File: config.mk
export PLATFORM = sky130hd
export DESIGN_NAME = exp_arbiter
export DESIGN_NICKNAME = d
export VERILOG_FILES = /design/src/rtl/exp_arbiter_pkg.sv /design/src/rtl/rr_arb2.sv /design/src/rtl/exp_arbiter.sv
export SDC_FILE = /design/constraint.sdc
export NUM_CORES = 1
export LEC_CHECK = 0
export BUFFER_PORTS_ARGS = -buffer_cell sky130_fd_sc_hd__buf_2
export CAP_MARGIN = 20
export CORE_ASPECT_RATIO = 1.2
export CORE_MARGIN = 2
export CORE_UTILIZATION = 44
export CTS_CLUSTER_DIAMETER = 50
export DETAILED_ROUTE_END_ITERATION = 8
export GPL_TIMING_DRIVEN = 0
export PLACE_DENSITY = 0.86
export SETUP_SLACK_MARGIN = 0.1
export SLEW_MARGIN = 30
export SYNTH_ARGS = -nofsm -noshare
export SYNTH_HDL_FRONTEND = slang
export SYNTH_SLANG_ARGS = --single-unit
File: constraint.sdc
create_clock -name clk -period 1.8 [get_ports clk]
set_input_delay 0 -clock clk [delete_from_list [all_inputs] [get_ports clk]]
set_output_delay 0 -clock clk [all_outputs]
set_load 0.005 [all_outputs]
File: src/rtl/exp_arbiter_pkg.sv
// Shared definitions for the exponential-engine arbiter.
//   - state_t : controller state encoding
//   - INT_W / FRAC_W / X_W : engine operand and result widths
//   - CNT_W : width of the WAIT timeout counter
package exp_arbiter_pkg;

    localparam int INT_W  = 2;
    localparam int FRAC_W = 16;
    localparam int X_W    = 16;
    localparam int CNT_W  = 8;

    typedef enum logic [2:0] {
        ST_IDLE   = 3'd0,
        ST_START  = 3'd1,
        ST_SETTLE = 3'd2,
        ST_WAIT   = 3'd3,
        ST_RESULT = 3'd4
    } state_t;

endpackage

File: src/rtl/rr_arb2.sv
// Two-way round-robin selector (purely combinational).
// Ports:
//   req0, req1 : pending requests
//   last       : id of the requester served most recently
//   id         : winning requester (valid only when valid=1)
//   valid      : at least one request is pending
module rr_arb2 (
    input  logic req0,
    input  logic req1,
    input  logic last,
    output logic id,
    output logic valid
);

    always_comb begin
        valid = req0 | req1;
        // On a tie the requester not served last wins; otherwise the sole
        // requester wins regardless of history.
        if (req0 && req1) begin
            id = ~last;
        end else begin
            id = req1;
        end
    end

endmodule

File: src/rtl/exp_arbiter.sv
// Arbitrates two requesters onto one exponential engine and returns the
// result through a valid/ack handshake, aborting a job whose engine never
// reports done within TIMEOUT_CYCLES WAIT cycles.
// Ports:
//   clk, rst                 : clock, synchronous active-high reset
//   req0/req1, x0/x1         : requests and their operands
//   gnt0/gnt1                : one-cycle operand-accepted pulses
//   eng_x, eng_start         : operand and start pulse to the engine
//   eng_done, eng_intpart,
//   eng_fracpart             : engine done level and result
//   out_valid, out_ack       : result handshake
//   out_id, out_int,
//   out_frac, out_err        : result owner, value and timeout flag
module exp_arbiter
    import exp_arbiter_pkg::*;
#(
    parameter int unsigned TIMEOUT_CYCLES = 255
) (
    input  logic              clk,
    input  logic              rst,
    input  logic              req0,
    input  logic              req1,
    input  logic [X_W-1:0]    x0,
    input  logic [X_W-1:0]    x1,
    output logic              gnt0,
    output logic              gnt1,
    output logic [X_W-1:0]    eng_x,
    output logic              eng_start,
    input  logic              eng_done,
    input  logic [INT_W-1:0]  eng_intpart,
    input  logic [FRAC_W-1:0] eng_fracpart,
    output logic              out_valid,
    input  logic              out_ack,
    output logic              out_id,
    output logic [INT_W-1:0]  out_int,
    output logic [FRAC_W-1:0] out_frac,
    output logic              out_err
);

    localparam logic [CNT_W-1:0] TMO = CNT_W'(TIMEOUT_CYCLES);

    state_t              state_q, state_d;
    logic                id_q, id_d;
    logic                last_q, last_d;
    logic [X_W-1:0]      x_q, x_d;
    logic [CNT_W-1:0]    cnt_q, cnt_d;
    logic [CNT_W-1:0]    cnt_inc;
    logic [INT_W-1:0]    int_q, int_d;
    logic [FRAC_W-1:0]   frac_q, frac_d;
    logic                err_q, err_d;

    logic                rr_id;
    logic                rr_valid;

    rr_arb2 u_rr (
        .req0  (req0),
        .req1  (req1),
        .last  (last_q),
        .id    (rr_id),
        .valid (rr_valid)
    );

    assign cnt_inc = cnt_q + CNT_W'(1);

    always_comb begin
        state_d = state_q;
        id_d    = id_q;
        last_d  = last_q;
        x_d     = x_q;
        cnt_d   = cnt_q;
        int_d   = int_q;
        frac_d  = frac_q;
        err_d   = err_q;

        case (state_q)
            ST_IDLE: begin
                if (rr_valid) begin
                    id_d    = rr_id;
                    x_d     = rr_id ? x1 : x0;
                    state_d = ST_START;
                end
            end
            ST_START: begin
                state_d = ST_SETTLE;
            end
            ST_SETTLE: begin
                // eng_done may still be high from the previous job here, so
                // it is not looked at until WAIT.
                cnt_d   = '0;
                state_d = ST_WAIT;
            end
            ST_WAIT: begin
                // done is tested first so it wins over a simultaneous timeout
                if (eng_done) begin
                    int_d   = eng_intpart;
                    frac_d  = eng_fracpart;
                    err_d   = 1'b0;
                    state_d = ST_RESULT;
                end else begin
                    cnt_d = cnt_inc;
                    if (cnt_inc == TMO) begin
                        int_d   = '0;
                        frac_d  = '0;
                        err_d   = 1'b1;
                        state_d = ST_RESULT;
                    end
                end
            end
            ST_RESULT: begin
                if (out_ack) begin
                    last_d  = id_q;
                    state_d = ST_IDLE;
                end
            end
            default: begin
                state_d = ST_IDLE;
            end
        endcase
    end

    always_ff @(posedge clk) begin
        if (rst) begin
            state_q <= ST_IDLE;
            id_q    <= 1'b0;
            last_q  <= 1'b1;
            x_q     <= '0;
            cnt_q   <= '0;
            int_q   <= '0;
            frac_q  <= '0;
            err_q   <= 1'b0;
        end else begin
            state_q <= state_d;
            id_q    <= id_d;
            last_q  <= last_d;
            x_q     <= x_d;
            cnt_q   <= cnt_d;
            int_q   <= int_d;
            frac_q  <= frac_d;
            err_q   <= err_d;
        end
    end

    assign eng_start = (state_q == ST_START);
    assign gnt0      = (state_q == ST_START) && !id_q;
    assign gnt1      = (state_q == ST_START) &&  id_q;
    assign eng_x     = x_q;
    assign out_valid = (state_q == ST_RESULT);
    assign out_id    = id_q;
    assign out_int   = int_q;
    assign out_frac  = frac_q;
    assign out_err   = err_q;

endmodule

Yosys cells after proc, flatten, opt, wreduce, memory -nomap -nowiden
Cells that the tools add are included.

word-level totals
  flip-flop bits (word level) = 48
  output and inout port bits = 40
  word-level logic and storage cells = 47
  input bits = 56

cells by class
  bitwise logic cells = 2
  $add $sub $neg = 1
  eq/ne operators = 9
  reductions and logical operators = 12
  muxes and demuxes = 15

operators with widths
  cell                 count
  $mux 16              3
  $pmux 8 s2           1
  $pmux 3 s5           1
  $mux 3               4
  $add 8x1->8 const B  1
  $eq 8x8->1 const B   1
  $mux 8               1
  $reduce_and 2->1     4
  $eq 3x2->1 const B   2
  $mux 2               2
  $ne 2x2->1 const B   2
  $reduce_bool 2->1    2
  $eq 3x1->1 const B   1
  $eq 3x3->1 const B   1
  $logic_and 1x1->1    3
  $logic_not 3->1      1
  $mux 1               3
  $ne 3x3->1 const B   1
  $reduce_and 3->1     1
  $ne 2x1->1 const B   1
  $logic_not 1->1      1
  $not 1->1            1
  $or 1x1->1           1

Longest topological paths before layout
  depth after elaboration = 5
  depth in mapped cells = 8
  depth with buffers taken out = 6

By module
A second synthesis with hierarchy kept.

second synthesis, totals
  cells, all modules = 209
  area, all modules = 2063.2 µm²

by module, submodules not included
  module       cells an instance  sequential area each (µm²)  instances  area an instance (µm²)
  exp_arbiter  207                960.9                       1          2049.5
  rr_arb2      2                  0.0                         1          13.8

Worst setup path before layout
Ideal clock, no wire load.

  path kind = flip-flop to flip-flop
  from = register cnt_q[0]
  to = register frac_q[0], in the netlist out_frac[0]
  cell stages (with the launch flop) = 8
  slack = 0.063 ns
  buffers on the path = 2
  clock period less this slack = 1.737 ns
  required time = 1.662 ns
  arrival = 1.600 ns
  library setup time = 0.138 ns
  cell sequence = dfxtp_1 > ha_1 > xnor2_1 > or3_1 > buf_6 > buf_8 > a211oi_2 > a211oi_1

between the ends
  word-level cells in the longest chain between the ends = 4

ends and longest elaborated chain
  element                             line                text
  start, declared                     exp_arbiter.sv:46   logic [CNT_W-1:0] cnt_q, cnt_d;
  start signal, assigned              exp_arbiter.sv:136  cnt_q <= cnt_d;
  $add 8x1->8                         exp_arbiter.sv:63   assign cnt_inc = cnt_q + CNT_W'(1);
  $eq 8x8->1                          exp_arbiter.sv:101  if (cnt_inc == TMO) begin
  $reduce_bool 2->1 (no source line)  --
  $reduce_and 2->1 (no source line)   --
  end signal, assigned                exp_arbiter.sv:138  frac_q <= frac_d;
  end, declared                       exp_arbiter.sv:49   logic [FRAC_W-1:0] frac_q, frac_d;

No other way between the ends.
A chain may end at the register's enable or synchronous reset.

Worst setup path after layout
  from = register cnt_q[1]
  to = register frac_q[15], in the netlist out_frac[15]

Same word-level chain as after synthesis.

==> flow_metrics.py <==
metrics = {
    "grt": {
        "grt_pass1_vias": 2450,
        "antenna_found_initial": 0,
        "grt_overflow": 0,
        "grt_max_degree": 15,
        "track_usage_pct": 21.7,
        "grt_pass1_wl_mm": 10.8,
    },
    "worst_setup_path": {
        "worst_ep_required_time_ps": 1970,
        "reg2reg_depth": 7,
        "critPathKind": "reg2reg",
        "end_kind": "flop",
        "r2r_start": "cnt_q[1]",
        "worstPathMaxFanout": 5,
        "critical_path.startpoint_type": "flop",
        "cp.arrival_ps": 1930,
        "r2r_setup_slack_ps": 40,
        "worstReg2RegEnd": "out_frac[15]",
    },
    "worst_hold_path": {
        "whs_path_depth": 3,
        "min_from": "eng_intpart[1]",
        "hold_path.class": "in2reg",
        "hold_path_end": "out_int[1]",
    },
    "die": {
        "core_mm2": 0.00533,
        "dieArea_mm2": 0.00619,
        "initial_core_util_pct": 46.0,
        "die_w_um": 72.1,
        "fp.dieH_um": 85.8,
        "fp-row-count": 29,
        "io_pins": 96,
    },
    "cells_and_area": {
        "finalNetCount": 436,
        "fillers": 411,
        "antenna_cells": 0,
        "final_design_area_no_fill_mm2": 0.00348,
        "area_delta_synth_final_pct": 42.1,
        "drive_above_1_share_pct": 46.0,
        "final_util_pct": 65.3,
    },
    "synth": {
        "synthCells": 261,
        "synth_fa_ha_area_share_pct": 1.02,
        "synth_area_mm2": 0.00245,
        "yosysWarnings": 0,
        "synth_largest_area_cell": "dfxtp_1",
        "ys.flop_type": "dfxtp_1",
        "netlist-cell-type-count": 42,
        "syn_avg_cell_area_um2": 9.39,
        "yosysMostFrequentCell": "dfxtp_1",
        "synth_edf_count": 0,
        "synth.net_count": 319,
        "ys_seq_area_share_pct": 39.2,
        "synth-simple-area-share_pct": 13.7,
        "synthArstFlopShare_pct": 0,
        "netlist.area_leader.share_pct": 39.2,
        "synth_compound_area_share_pct": 25.4,
        "synth_mux_area_share_pct": 13.9,
        "ys_top_cells_by_count": "48 x dfxtp_1, 44 x a211oi_1, 34 x mux2i_1, 30 x nor2_1, 16 x clkbuf_1",
        "ys_ff_latch": 48,
        "synthXorXnorAreaFrac_pct": 1.07,
        "synth_top_family_by_area": "compound AO/OA/AOI/OAI gates",
        "synthTopCellsByArea": "dfxtp_1 39%, mux2i_1 14%, a211oi_1 13%",
    },
    "power_and_ir_drop": {
        "leakage_nw": 1.52,
        "p_per_area_mw_per_mm2": 722,
        "vdd_drop_max_v": 0.000467,
        "design_power_total_mw": 2.51,
    },
    "sta": {
        "rsz0062_at_grt": "true",
        "hold_viol": 0,
        "slew_headroom_pct": 39.4,
        "clock_skew_ps": 10.3,
        "timing.fmax_mhz": 567,
        "timing.final.crit_share_pct": 98.0,
        "period_needed_ps": 1760,
        "worst_slew_pin_slew_ps": 908,
        "slew_viol_final": 0,
        "setup_viol": 0,
        "final.setup.tns_ps": 0,
    },
    "clock_network": {
        "cts_buffers": 5,
        "clock_sinks": 48,
        "path_clk_slew_ps": 90,
        "clockBufferDepth": 2,
        "cts_root_buf": "clkbuf_8",
        "cts_tree": "built",
        "htreeDepth": 2,
        "worstSkewPairLatency_ps": 300,
    },
    "job": {
        "max_cap_violations": 0,
    },
    "status": {
        "status": "finished, final reports clean",
    },
    "routing": {
        "wl_mm": 6.55,
        "drc": 0,
        "wire_per_inst_um": 14.9,
        "vias": 2436,
        "viasPerCell": 5.54,
        "dr.pass1.iters": 4,
        "ant_nets": 0,
        "drt_iter0_markers": 81,
    },
    "placed_design": {
        "place.gp.congestion": 0.844,
        "dpl-instance-area_mm2": 0.00300,
        "portBuffers": 94,
        "hpwl_mm": 4.55,
    },
}
[what timing repair did]
item	in CTS	in global routing
setup endpoints to repair	22	43
hold buffers	1	0
gates resized for setup	26	40
cloned	1	1
hold endpoints to repair	1	0
pin swaps	33	16
buffers inserted	10	3
[logic make-up after synthesis]
| group | Yosys count |
|---|---|
| buf+inv | 28 |
| compound gates | 80 |
| mux | 34 |
| xor+xnor | 3 |
| simple gates | 66 |
| flops | 48 |
| fa+ha+maj | 2 |
[flip-flops by register name, summed over array words and instances, names as in the netlist]
signal / cells
out_id: 1
last_q: 1
out_err: 1
state_q: 3
out_frac: 16
cnt_q: 8
eng_x: 16
out_int: 2
[metrics by stage]
stage,hold slack (ps),setup slack [ps],instances
2_1_floorplan,161,113,261
3_3_place_gp,275,20.8,417
3_5_place_dp,278,-64.6,417
4_1_cts,21.2,61.6,436
5_1_grt,20.4,-8.54,440
6_report,30.3,35.9,440
[cells in the final DEF, fill, tap and decap left out, drive strengths merged, types with 4 or more instances in the layout]
master / instances
buf: 117
a211oi: 54
dfxtp: 48
mux2i: 34
nor2: 30
clkbuf: 23
a21oi: 11
nand2: 7
nand2b: 4
nor3: 4
nand3: 4
[worst max-delay path by stage]
| stage | startpoint | endpoint | slack [ps] | cells past startpoint |
|---|---|---|---|---|
| after floorplan | cnt_q[1] | out_frac[0] | 110 | 7 |
| after global placement | cnt_q[1] | out_int[1] | 20 | 7 |
| after detailed placement | state_q[0] | out_frac[14] | -60 | 7 |
| after CTS | cnt_q[1] | out_frac[10] | 60 | 7 |
| after global routing | cnt_q[2] | out_frac[15] | -9 | 8 |
| final | cnt_q[1] | out_frac[15] | 40 | 7 |
[power breakdown]
part           leakage [nW]  total, mW  switching (mW)  internal [mW]
clock network        0.0400      0.625           0.361          0.264
logic                  1.08      0.665           0.364          0.301
registers             0.394       1.22          0.0639           1.16
total                  1.52       2.51           0.789           1.72
[worst max-delay path, cell delays in order (launching register included)]
cell and delay (ps):
dfxtp_4 380, ha_4 170, xnor2_2 130, or3_1 390, buf_6 160, buf_12 130, a211oi_2 180, a211oi_1 90
[routing by layer]
layer | vias to the layer above | GRT usage, % | wire length, um
met4 | 0 | 8.75 | 97
met5 | - | 0 | 0
met2 | 109 | 38.7 | 3360
li1 | 1204 | - | -
met3 | 8 | 4.58 | 476
met1 | 1115 | 24.8 | 2610
[area by class of cell]
cell class,count,area (um^2),area share [%]
Sequential cell,48,970,27.8
Multi-Input combinational cell,185,1520,43.6
Inverter,2,7.51,0.216
Buffer,26,178,5.10
Timing Repair Buffer,110,649,18.6
Clock buffer,5,68.8,1.98
Tap cell,62,77.6,2.23
Clock inverter,2,12.5,0.359
(Power assumes the default switching activity.)
